[config.mk]
export PLATFORM = sky130hd
export DESIGN_NAME = pulse_stretch_driver
export DESIGN_NICKNAME = d
export VERILOG_FILES = /design/src/rtl/pulse_stretch_driver_pkg.sv /design/src/rtl/pulse_stretch_driver.sv
export SDC_FILE = /design/constraint.sdc
export NUM_CORES = 1
export LEC_CHECK = 0
export CAP_MARGIN = 25
export CORE_MARGIN = 1.5
export CORE_UTILIZATION = 32
export CTS_CLUSTER_DIAMETER = 50
export DETAILED_ROUTE_END_ITERATION = 7
export PLACE_DENSITY = 0.44
export SLEW_MARGIN = 15
export SYNTH_ARGS = -nofsm -noshare
export SYNTH_HDL_FRONTEND = slang
export SYNTH_SLANG_ARGS = --single-unit
[constraint.sdc]
create_clock -name clk -period 6.3 [get_ports clk]
set_input_delay 1.26 -clock clk [delete_from_list [all_inputs] [get_ports clk]]
set_output_delay 1.26 -clock clk [all_outputs]
set_load 0.03 [all_outputs]
[src/rtl/pulse_stretch_driver_pkg.sv]
// Shared definitions for the pulse stretch driver.
//   - pstate_t      : FSM state encoding (IDLE, ACTIVE, GAP)
//   - cycles_from_hz: converts a clock frequency and a rate in Hz into a cycle count
//   - cnt_width     : width of the hold/gap cycle counter
//   - pend_width    : width of the pending-request counter
package pulse_stretch_driver_pkg;

  localparam int STATE_W = 2;

  typedef enum logic [STATE_W-1:0] {
    IDLE   = 2'd0,
    ACTIVE = 2'd1,
    GAP    = 2'd2
  } pstate_t;

  function automatic int cycles_from_hz(input int clk_frequency, input int hz);
    return clk_frequency / hz;
  endfunction

  // Counter must hold max(hold, gap) - 1. The result is clamped to at least
  // one bit so that 1-cycle hold/gap settings still elaborate.
  function automatic int cnt_width(input int hold_cycles, input int gap_cycles);
    int m;
    m = (hold_cycles > gap_cycles) ? hold_cycles : gap_cycles;
    return ($clog2(m) < 1) ? 1 : $clog2(m);
  endfunction

  // Pending counter has to represent 0..max_pending inclusive.
  function automatic int pend_width(input int max_pending);
    return $clog2(max_pending + 1);
  endfunction

endpackage

[src/rtl/pulse_stretch_driver.sv]
// Pulse stretch driver: turns single-cycle command pulses into a fixed-length
// high level on an actuator/LED/buzzer line, enforces a minimum low gap
// between activations and queues a bounded number of requests.
// Ports:
//   clk      - system clock, rising edge
//   reset    - asynchronous, active-high reset
//   inPulse  - request; every cycle sampled high counts as one request
//   outLevel - stretched output drive (registered)
//   busy     - high while ACTIVE or GAP (registered)
//   pending  - number of queued requests (registered)
//   overflow - one-cycle pulse when a request is dropped on a full queue
module pulse_stretch_driver
  import pulse_stretch_driver_pkg::*;
#(
  parameter int CLK_FREQUENCY = 40_000_000,
  parameter int HOLD_HZ       = 2,
  parameter int GAP_HZ        = 10,
  parameter int MAX_PENDING   = 3
) (
  input  logic                               clk,
  input  logic                               reset,
  input  logic                               inPulse,
  output logic                               outLevel,
  output logic                               busy,
  output logic [pend_width(MAX_PENDING)-1:0] pending,
  output logic                               overflow
);

  localparam int HOLD_CYCLES = cycles_from_hz(CLK_FREQUENCY, HOLD_HZ);
  localparam int GAP_CYCLES  = cycles_from_hz(CLK_FREQUENCY, GAP_HZ);
  localparam int CNT_W       = cnt_width(HOLD_CYCLES, GAP_CYCLES);
  localparam int PEND_W      = pend_width(MAX_PENDING);

  localparam logic [CNT_W-1:0]  HOLD_LAST = CNT_W'(HOLD_CYCLES - 1);
  localparam logic [CNT_W-1:0]  GAP_LAST  = CNT_W'(GAP_CYCLES - 1);
  localparam logic [PEND_W-1:0] PEND_MAX  = PEND_W'(MAX_PENDING);

  pstate_t           state_q, state_d;
  logic [CNT_W-1:0]  count_q, count_d;
  logic [PEND_W-1:0] pending_q, pending_d;
  logic              out_q, out_d;
  logic              busy_q, busy_d;
  logic              overflow_q, overflow_d;

  always_comb begin
    state_d    = state_q;
    count_d    = count_q;
    pending_d  = pending_q;
    out_d      = out_q;
    overflow_d = 1'b0;

    unique case (state_q)
      IDLE: begin
        // A request in IDLE starts immediately and never touches the queue.
        if (inPulse) begin
          state_d = ACTIVE;
          count_d = '0;
          out_d   = 1'b1;
        end
      end

      ACTIVE: begin
        if (count_q == HOLD_LAST) begin
          state_d = GAP;
          count_d = '0;
          out_d   = 1'b0;
        end else begin
          count_d = count_q + 1'b1;
        end
        if (inPulse) begin
          if (pending_q < PEND_MAX) pending_d = pending_q + 1'b1;
          else                      overflow_d = 1'b1;
        end
      end

      GAP: begin
        if (count_q == GAP_LAST) begin
          count_d = '0;
          if (pending_q != '0) begin
            // Dequeue one; a simultaneous new request re-fills that slot,
            // so it is accepted even on a full queue.
            state_d   = ACTIVE;
            out_d     = 1'b1;
            pending_d = inPulse ? pending_q : pending_q - 1'b1;
          end else if (inPulse) begin
            // Empty queue: the new request is consumed directly.
            state_d = ACTIVE;
            out_d   = 1'b1;
          end else begin
            state_d = IDLE;
          end
        end else begin
          count_d = count_q + 1'b1;
          if (inPulse) begin
            if (pending_q < PEND_MAX) pending_d = pending_q + 1'b1;
            else                      overflow_d = 1'b1;
          end
        end
      end

      default: begin
        state_d = IDLE;
        count_d = '0;
        out_d   = 1'b0;
      end
    endcase

    busy_d = (state_d != IDLE);
  end

  always_ff @(posedge clk or posedge reset) begin
    if (reset) begin
      state_q    <= IDLE;
      count_q    <= '0;
      pending_q  <= '0;
      out_q      <= 1'b0;
      busy_q     <= 1'b0;
      overflow_q <= 1'b0;
    end else begin
      state_q    <= state_d;
      count_q    <= count_d;
      pending_q  <= pending_d;
      out_q      <= out_d;
      busy_q     <= busy_d;
      overflow_q <= overflow_d;
    end
  end

  assign outLevel = out_q;
  assign busy     = busy_q;
  assign pending  = pending_q;
  assign overflow = overflow_q;

endmodule

# Yosys cells after proc, flatten, opt, wreduce, memory -nomap -nowiden
# Cells that the tools add are included.
[totals]
mem_bits_rw = 0
in_bits = 3
elab_cells = 50
register_bits = 32
output_inout_bits = 5
latchBits = 0
memories = 0
rom_bits = 0
[op_classes]
reduce_logical = 6
n_div = 0
n_eq_ne = 9
add_sub_neg = 3
magnitude_cmp = 1
shift = 0
mux = 25
n_bitwise = 0
mul = 0
[op_table]
columns = ["op", "n"]
rows = [
  ["$mux 25", 3],
  ["$pmux 25 s3", 1],
  ["$add 25x1->25 const B", 1],
  ["$eq 25x22->1 const B", 1],
  ["$eq 25x25->1 const B", 1],
  ["$mux 2", 8],
  ["$mux 1", 9],
  ["$ne 2x2->1 const B", 3],
  ["$ne 3x3->1 const B", 2],
  ["$pmux 2 s3", 1],
  ["$reduce_bool 2->1", 3],
  ["$pmux 2 s2", 1],
  ["$pmux 1 s3", 1],
  ["$reduce_and 3->1", 1],
  ["$add 2x1->2 const B", 1],
  ["$eq 2x1->1 const B", 1],
  ["$eq 2x2->1 const B", 1],
  ["$logic_not 2->1", 1],
  ["$lt 2x2->1 const B", 1],
  ["$pmux 1 s2", 1],
  ["$reduce_and 2->1", 1],
  ["$sub 2x1->2 const B", 1],
]

# Depth between registers and ports, before layout
# Gate-level depths: netlist of run 1.
[depth]
ltp_word = 5
mapped_depth = 8

# Worst setup path before layout of run 1
# Ideal clock, no wire load.
[synth_path]
kind = "input to register"
start = "in inPulse"
end = "reg count_q[24]"
required_time_ns = 6.213
setup_time_ns = 0.087
cell_stages = 6
slack_ns = 3.749
t_arrival_ns = 2.464
cell_sequence = "nand2b_1 and3_1 clkbuf_1 nand3_1 or4_1 a22oi_1"
[synth_between]
elab_chain_cells = 1
[synth_rtl]
columns = ["element", "line_no", "rtl"]
rows = [
  ["start: declaration", "pulse_stretch_driver.sv:22", "input logic inPulse,"],
  ["$ne 2x2->1 (no line)", "n/a", ""],
  ["end signal: assignment", "pulse_stretch_driver.sv:121", "count_q <= count_d;"],
  ["end: declaration", "pulse_stretch_driver.sv:39", "logic [CNT_W-1:0] count_q, count_d;"],
]
# Every way passes these cells.
# A chain may end at the register's enable or synchronous reset.

# Worst setup path after layout of run 1
# Ends and elaborated chain as after synthesis.

==> results of run 1 <==
## registers in the layout (all words and copies together), names as in the netlist
| name | count |
|---|---|
| busy | 1 |
| count_q | 25 |
| outLevel | 1 |
| overflow | 1 |
| pending | 2 |
| state_q | 2 |
## cell families (layout without fill, tap and decap cells)
group	after synthesis	count (layout)	share of synthesized area (%)
xor gates and xnor gates	22	22	9.680
DFF	32	32	40.23
buffers and inverters	21	29	4.965
adders and majority gates	8	8	5.028
and+or+nand+nor	82	82	23.44
AOI/OAI and AO/OA	47	47	16.66
## worst min-delay path by stage
stage / end / depth (start not counted) / start
5_1_grt: count_q[7] / 2 / count_q[7]
2_1_floorplan: count_q[1] / 2 / count_q[1]
4_1_cts: count_q[7] / 2 / count_q[7]
3_3_place_gp: count_q[7] / 2 / count_q[7]
6_report: count_q[7] / 2 / count_q[7]
3_5_place_dp: count_q[7] / 2 / count_q[7]
## cells in the final DEF, fill, tap and decap left out, types with 3 or more instances in the layout
cell type        count
nand3_1             11
nor4_1               5
ha_1                 8
nand4_1              9
clkbuf_8             5
nand2_1             17
nand2b_1             3
xor2_1               9
xnor2_1             13
dfrtp_1             32
a21oi_1             21
o21ai_0              5
inv_1               12
and2_1               3
nor3_1               9
nor2_1               8
and3_1               3
clkdlybuf4s50_1      7
## metal layers
layer | global-route usage (%) | vias up | routed length [um]
li1 | - | 785 | -
met1 | 20.70 | 787 | 2321
met2 | 23.11 | 25 | 2022
met3 | 3.667 | 6 | 129
met4 | 5.085 | 0 | 67
met5 | 0 | - | 0
## metrics by stage
| step | hold slack, ns | utilization (%) | instances |
|---|---|---|---|
| after floorplan | 0.5107 | - | 212 |
| after global placement | 0.5457 | 35.53 | 287 |
| after detailed placement | 0.5408 | 35.53 | 287 |
| after CTS | 0.5586 | 37.33 | 295 |
| after global routing | 0.5787 | 37.33 | 295 |
| final | 0.5595 | 37.33 | 295 |
## report_power, final
group          internal (mW)  switching [mW]  total, mW  leakage (nW)
sequential             0.222          0.0156      0.238         0.427
combinational         0.0589           0.115      0.174         0.401
clock                  0.117          0.0813      0.199        0.0552
total                  0.399           0.212      0.611         0.884
## cell type report
| class | count | share of cell area, % |
|---|---|---|
| clock buffers | 6 | 3.264 |
| clock inverters | 2 | 1.576 |
| inverters | 12 | 2.026 |
| flip-flops and latches | 32 | 36.02 |
| well taps | 75 | 4.221 |
| multi-input cells | 159 | 49.07 |
| repair buffers | 9 | 3.827 |
## critical path, delay by kind of cell
| family | cells | cell delay, ns |
|---|---|---|
| simple gates | 4 | 1.33 |
| buf+inv | 2 | 0.94 |
| compound gates | 1 | 0.16 |
==> metrics.md, run 1 <==
| Metric | Value |
|---|---|
| Status | `finished clean` |
| Commonest cells post-synth | `dfrtp_1, a21oi_1, nand2_1, xnor2_1, inv_1` |
| Clk_lat worst skew | `0.29 ns` |
| Initial antenna violation count | `0` |
| Setup ws final | `2.817 ns` |
| Yosys reg bits | `32` |
| Clk slew on worst S/H paths | `0.08 ns` |
| WL/cell | `15.39 um` |
| Design Area, Final | `2223 um^2` |
| First-pass DRT Iterations | `4` |
| Initial Util | `33.42%` |
| DR vias | `1,603` |
| Power Density | `274.7 nW/um^2` |
| Post-CTS Hold Buffers | `0` |
| Final period util | `55.28%` |
| Post-Syn Area | `1991 um^2` |
| CP Cell Sequence | `clkdlybuf4s50_1 > nand2b_1 > buf_4 > and3_1 > nand3_1 > or4_1 > a22oi_1` |
| Critical path class | `in -> reg` |
| CTS tree | `done` |
| Bufs on Longest Clock Path | `2` |
| Area of the multi-input gates | `1091 um^2` |
| Post-CTS Resized | `0` |
| Clock Sinks | `32` |
| ANT cells | `0` |
| H-tree depth | `2` |
| I/O Buffers | `7` |
| Routed wire length | `4540 um` |
| FF-to-FF path depth | `8` |
| Synth warn | `0` |
| Post-synth EDFFs | `0` |
| LEAKAGE | `0.8837 nW` |
| Nets | `230` |
| Critical path capture point | `count_q[24]` |
| DRT iter0 DRCs | `90` |
| Setup bufs post-CTS | `0` |
| Fill cells | `637` |
| Die Y | `81.87 um` |
| Share of cells above drive strength 1 | `8.636%` |
| Ranking of synthesized cells by area | `dfrtp_1, xnor2_1, a21oi_1` |
| Largest net degree at the start of global routing | `33` |
| Final TNS setup | `0 ns` |
| Crit-path max FO | `23` |
| FF-to-FF Start | `state_q[0]` |
| Number of core rows | `28` |
| Synth-to-layout area growth | `11.69%` |
| Avg Vias per Cell | `5.434` |
| Gr ovfl total | `0` |
| Register area | `800.8 um^2` |
| Sequential area share after synthesis | `40.23%` |
| Gate Count Post-Synth | `212` |
| Minimum clock period after layout | `3.483 ns` |
| Critical path arrival | `3.69 ns` |
| I/O pin total | `8` |
| Vias in the first global route | `1,489` |
| Residual DRC count | `0` |
| Post-synthesis cell type count | `46` |
| Ys async rst share | `100.0%` |
| Core area | `5956 um^2` |
| Fmax | `0.2871 GHz` |
| Total power | `0.6108 mW` |
| Final Hold Viols | `0` |
| Clock skew | `0.01218 ns` |
| Syn_nets | `223` |
| Die Area | `6703 um^2` |
| Tot GR Track Use | `15.09%` |
| Root buf cell | `clkbuf_8` |
| Critical R2R Capture | `count_q[24]` |
| Yosys top cell by area | `dfrtp_1` |
| Most common cell in the synthesized netlist | `dfrtp_1` |
| Crit path largest cell delay | `0.60 ns` |
| Worst reg2reg setup slack | `3.68 ns` |
| Fin. max-slew vios | `0` |
| Gpl congestion | `0.8310` |
| Antenna-violating nets left | `0` |
| First-pass GRT wire length | `7583 um` |
| Worst Tran Pin Value | `0.6740 ns` |
| Worst vdd ir | `150.4 uV` |
| Slowest CP cell | `clkdlybuf4s50_1` |
| Synth top area share | `40.23%` |
| CTS Buf Count | `5` |
| HP Class | `reg -> reg` |
| Post-DP HPWL | `3248 um` |
| Critical Path RT | `6.51 ns` |
| Place WS | `2.538 ns` |
| CP startpoint kind | `primary input` |
| # setup viols final | `0` |
| Unrepaired setup endpoints after global routing | `no` |
| Crit end category | `register` |
| Worst Setup SP | `inPulse` |
| Max-Cap Viols | `0` |
| Rel. slew slack | `54.89%` |
| Synthesized area per cell | `9.390 um^2` |
| Post-DP Area | `2116 um^2` |
| Synth Flop Type | `dfrtp_1` |
| Die W | `81.87 um` |
Note: power is estimated with default switching activity, not from simulation.
==> run 2: changes to the inputs <==
- clock period: 6.3 -> 3.4 ns (I/O delays scaled with it)
==> run 2 against run 1 <==
  * First-iteration DRC count fell by 13%
  * Cell count stayed put
  * Sequential share of layout area up 0.22 points
  * Critical path type is now reg -> reg
==> metrics.md, run 2 (synthesized netlist as in run 1, its figures left out) <==
| Metric | Value |
|---|---|
| Status | `finished clean` |
| Most flops, register | `count_q` |
| Die Y | `81.87 um` |
| Post-DP HPWL | `3371 um` |
| FF-to-FF Start | `count_q[0]` |
| Critical R2R Capture | `count_q[1]` |
| Bufs on Longest Clock Path | `2` |
| M2 GR Usage | `25.57%` |
| DR vias | `1,604` |
| HP Class | `reg -> reg` |
| First-pass DRT Iterations | `4` |
| Share of cells above drive strength 1 | `8.636%` |
| Minimum clock period after layout | `2.562 ns` |
| Tot GR Track Use | `16.14%` |
| Max-Cap Viols | `0` |
| Vias in the first global route | `1,658` |
| Final Hold Viols | `0` |
| Worst Tran Pin Value | `0.6699 ns` |
| Rel. slew slack | `55.17%` |
| Gr ovfl total | `0` |
| Clk slew on worst S/H paths | `0.07 ns` |
| Final TNS setup | `0 ns` |
| Most frequent cells in the layout | `dfrtp_1, a21oi_1, nand2_1` |
| Post-CTS Hold Buffers | `0` |
| FF-to-FF path depth | `6` |
| Avg Vias per Cell | `5.437` |
| Power Density | `488.5 nW/um^2` |
| Commonest non-fill, non-tap cell in the layout | `dfrtp_1` |
| Setup bufs post-CTS | `0` |
| CP startpoint kind | `register` |
| Nets | `230` |
| Core area | `5956 um^2` |
| Worst reg2reg setup slack | `0.84 ns` |
| Fmax | `0.3904 GHz` |
| Fill cells | `629` |
| Clock Sinks | `32` |
| Total power | `1.079 mW` |
| Final period util | `75.34%` |
| Crit end category | `register` |
| CTS Buf Count | `5` |
| Met3 Resource Use GR | `3.778%` |
| I/O pin total | `8` |
| H-tree depth | `2` |
| Min-Delay Endpoint | `count_q[7]` |
| Worst hold start | `count_q[7]` |
| Residual DRC count | `0` |
| Critical path class | `reg -> reg` |
| Die Area | `6703 um^2` |
| Met1 Usage GRT | `20.76%` |
| Antenna-violating nets left | `0` |
| Die W | `81.87 um` |
| LEAKAGE | `0.8730 nW` |
| Critical path arrival | `2.70 ns` |
| Fin Hold WS | `0.5677 ns` |
| Routed wire length | `4700 um` |
| Crit-path max FO | `25` |
| Fin. max-slew vios | `0` |
| Synth-to-layout area growth | `11.00%` |
| Grt peak-use layer | `met2` |
| Hold path cells | `2` |
| Root buf cell | `clkbuf_8` |
| DRT iter0 DRCs | `78` |
| WL/cell | `15.93 um` |
| Initial antenna violation count | `0` |
| Post-CTS Resized | `0` |
| I/O Buffers | `7` |
| First-pass GRT wire length | `8114 um` |
| Critical Path RT | `3.54 ns` |
| Worst vdd ir | `212.5 uV` |
| Number of core rows | `28` |
| Post-DP Area | `2116 um^2` |
| Largest net degree at the start of global routing | `29` |
| Initial Util | `33.42%` |
| # setup viols final | `0` |
| Clock skew | `0.008421 ns` |
| Clk_lat worst skew | `0.28 ns` |
| Unrepaired setup endpoints after global routing | `no` |
| Max FFs per register | `25` |
| CTS tree | `done` |
| Design Area, Final | `2210 um^2` |
| Gpl congestion | `0.7842` |
| ANT cells | `0` |
==> run 2: cell count changes in the layout (fill, tap and decap cells not counted) <==
cell	change
clkinv_2	-1
bufinv_16	-1
clkbuf_8	+1
clkinvlp_4	+1
==> run 2: metrics by stage <==
step | std cells | utilization (%) | worst slack (ns)
final | 295 | 37.10 | 0.8385
after global routing | 295 | 37.10 | 0.6470
after CTS | 295 | 37.10 | 0.8005
after detailed placement | 287 | 35.53 | 0.6994
after global placement | 287 | 35.53 | 0.7358
after floorplan | 212 | - | 1.400
==> run 2: worst max path at each step <==
stage	depth (start not counted)	slack [ns]	to	startpoint
floorplan	7	1.40	count_q[16]	count_q[0]
global placement	6	0.74	count_q[24]	inPulse
detailed placement	6	0.70	count_q[24]	inPulse
CTS	6	0.80	count_q[1]	count_q[0]
global route	6	0.65	count_q[1]	count_q[0]
finish	6	0.84	count_q[1]	count_q[0]
==> run 2: per-layer routing <==
metal  vias to the layer above  wire, um
met5                         -         0
met4                         0        70
met3                         8       132
met2                        33      2256
met1                       782      2241
li1                        781         -
==> run 2: where the power goes <==
group          internal [mW]  leakage [nW]  switching (mW)  total, mW
clock network          0.165        0.0445           0.149      0.313
logic                  0.110         0.401           0.216      0.326
registers              0.412         0.427          0.0284      0.440
total                  0.686         0.873           0.393       1.08
==> run 2: critical path, cell delays in order, from the launching register on <==
cell and delay [ns]:
dfrtp_1 0.43, ha_1 0.24, and4b_1 0.25, nand2_1 0.15, o41a_4 0.56, o21ai_4 0.57
o21ai_0 0.20
==> run 2: cell type report <==
class	count	area, um^2	area share (%)
clock buffer	7	86.33	3.907
clock inverter	1	7.507	0.3398
inverter	12	45.04	2.039
multi-input combinational	159	1091	49.38
sequential	32	800.8	36.24
tap	75	93.84	4.247
timing repair buffer	9	85.08	3.851
==> run 3: changes to the inputs <==
- clock period: 3.4 -> 2.6 ns (I/O delays scaled with it)
==> run 3 against run 2 <==
  * Total power up 34%
  * Sequential power up 31%
  * First-iteration DRC count up 13%
  * Clock power up 26%
  * Count of clock-buffer cells in the layout up 1
  * Routed wire length down 3.9%
  * Sequential share of layout area down 0.63 points
  * Fmax up 12%
  * Via count down 1.4%
  * Combinational power up 47%
  * Setup slack worse by 0.52 ns
  * Critical endpoint is now count_q[0]
==> metrics.md, run 3 (synthesized netlist as in run 1, its figures left out) <==
| Metric | Value |
|---|---|
| Gpl congestion | `0.8329` |
| Nets | `234` |
| Sw Share | `35.28%` |
| Register area | `800.8 um^2` |
| Antenna-violating nets left | `0` |
| Clock network power share | `27.3%` |
| Tot GR Track Use | `15.84%` |
| Clock Sinks | `32` |
| Post-CTS Resized | `0` |
| First-pass DRT Iterations | `4` |
| Die Y | `81.87 um` |
| Final std cells w/o fill | `299` |
| ANT cells | `0` |
| Worst Tran Pin Value | `0.4481 ns` |
| Core area | `5956 um^2` |
| Final period util | `87.94%` |
| Crit-path max FO | `25` |
| Area of the multi-input gates | `1091 um^2` |
| Combinational group share of total power | `33.1%` |
| Routed wire length | `4518 um` |
| Critical Path RT | `2.75 ns` |
| Total power | `1.450 mW` |
| Rel. slew slack | `70.04%` |
| DR vias | `1,581` |
| Largest net degree at the start of global routing | `33` |
| Post-DP Area | `2158 um^2` |
| CTS Buf Count | `5` |
| Synth-to-layout area growth | `12.95%` |
| Hold path cells | `2` |
| CTS tree | `done` |
| Post-DP HPWL | `3215 um` |
| Fmax | `0.4374 GHz` |
| Fill cells | `602` |
| Sequential share of power | `39.6%` |
| Die W | `81.87 um` |
| Die Area | `6703 um^2` |
| LEAKAGE | `0.8984 nW` |
| Most flops, register | `count_q` |
| First-pass GRT wire length | `7866 um` |
| Status | `finished clean` |
| Initial Util | `33.42%` |
| Max-Cap Viols | `0` |
| Crit end category | `register` |
| Worst Setup SP | `count_q[0]` |
| Int Power | `0.9386 mW` |
| WL/cell | `15.11 um` |
| I/O pin total | `8` |
| Post-CTS Hold Buffers | `0` |
| DRT iter0 DRCs | `88` |
| Most frequent cells in the layout | `dfrtp_1, a21oi_1, nand2_1` |
| FF-to-FF Start | `count_q[0]` |
| Dpl cells | `291` |
| Number of core rows | `28` |
| Sw Pwr | `0.5116 mW` |
| H-tree depth | `2` |
| Fin util | `37.75%` |
| Clk slew on worst S/H paths | `0.06 ns` |
| Worst vdd ir | `370.0 uV` |
| I/O Buffers | `7` |
| Avg Vias per Cell | `5.288` |
| HP Class | `reg -> reg` |
| Final TNS setup | `0 ns` |
| FF-to-FF path depth | `7` |
| Initial antenna violation count | `0` |
| Power Density | `645.0 nW/um^2` |
| Clk_lat worst skew | `0.28 ns` |
| Vias in the first global route | `1,531` |
| Final Hold Viols | `0` |
| CP startpoint kind | `register` |
| Max FFs per register | `25` |
| Residual DRC count | `0` |
| # setup viols final | `0` |
| Commonest non-fill, non-tap cell in the layout | `dfrtp_1` |
| Unrepaired setup endpoints after global routing | `no` |
| Worst hold start | `count_q[7]` |
| Clock skew | `0.007365 ns` |
| Root buf cell | `clkbuf_8` |
| Critical path class | `reg -> reg` |
| Share of cells above drive strength 1 | `9.821%` |
| Setup bufs post-CTS | `0` |
| Bufs on Longest Clock Path | `2` |
| Critical path arrival | `2.44 ns` |
| Fin. max-slew vios | `0` |
| Minimum clock period after layout | `2.286 ns` |
| Gr ovfl total | `0` |
| Design Area, Final | `2248 um^2` |
## run 3: routing by layer
metal | global-route usage (%) | routed length [um] | up-vias
met5 | 0 | 0 | -
met3 | 4.000 | 113 | 2
met2 | 23.93 | 2068 | 21
met4 | 5.085 | 27 | 0
li1 | - | - | 790
met1 | 21.97 | 2308 | 768
## run 3: worst paths after layout
check | slack (ns) | endpoint
worst max register to register | 0.31 | count_q[0]
worst min-delay path | 0.55 | count_q[7]
min in group asynchronous | 0.63 | pending[1]
worst max-delay path | 0.31 | count_q[0]
max in group asynchronous | 1.66 | count_q[12]
worst min register to register | 0.55 | count_q[7]
## run 3: worst max-delay path, cell delays in order, from the launching register on
cell	delay (ns)
dfrtp_1	0.43
ha_1	0.24
and4b_1	0.27
nand2_1	0.17
o41a_4	0.57
o21ai_4	0.18
buf_12	0.19
o21ai_0	0.11
## run 3: through the flow
stage | hold WS [ns] | worst slack (ns)
after floorplan | 0.5107 | 0.6002
after global placement | 0.5427 | 0.3568
after detailed placement | 0.5382 | 0.3092
after CTS | 0.5526 | 0.3233
after global routing | 0.5885 | 0.1943
final | 0.5534 | 0.3136
## run 3: layout make-up
cell class                      count  share of cell area, %
Multi-Input combinational cell    159                  48.53
Sequential cell                    32                  35.61
Timing Repair Buffer               13                  5.676
Tap cell                           75                  4.174
Clock buffer                        8                  4.007
Inverter                           12                  2.003
## run 3: power groups by stage
stage                     Combinational (mW)  Clock, mW  Sequential [mW]
after floorplan                        0.306          0            0.614
after global placement                 0.468          0            0.583
after detailed placement               0.478          0            0.584
after CTS                              0.482      0.414            0.575
after global routing                   0.524      0.441            0.583
final                                  0.480      0.395            0.575
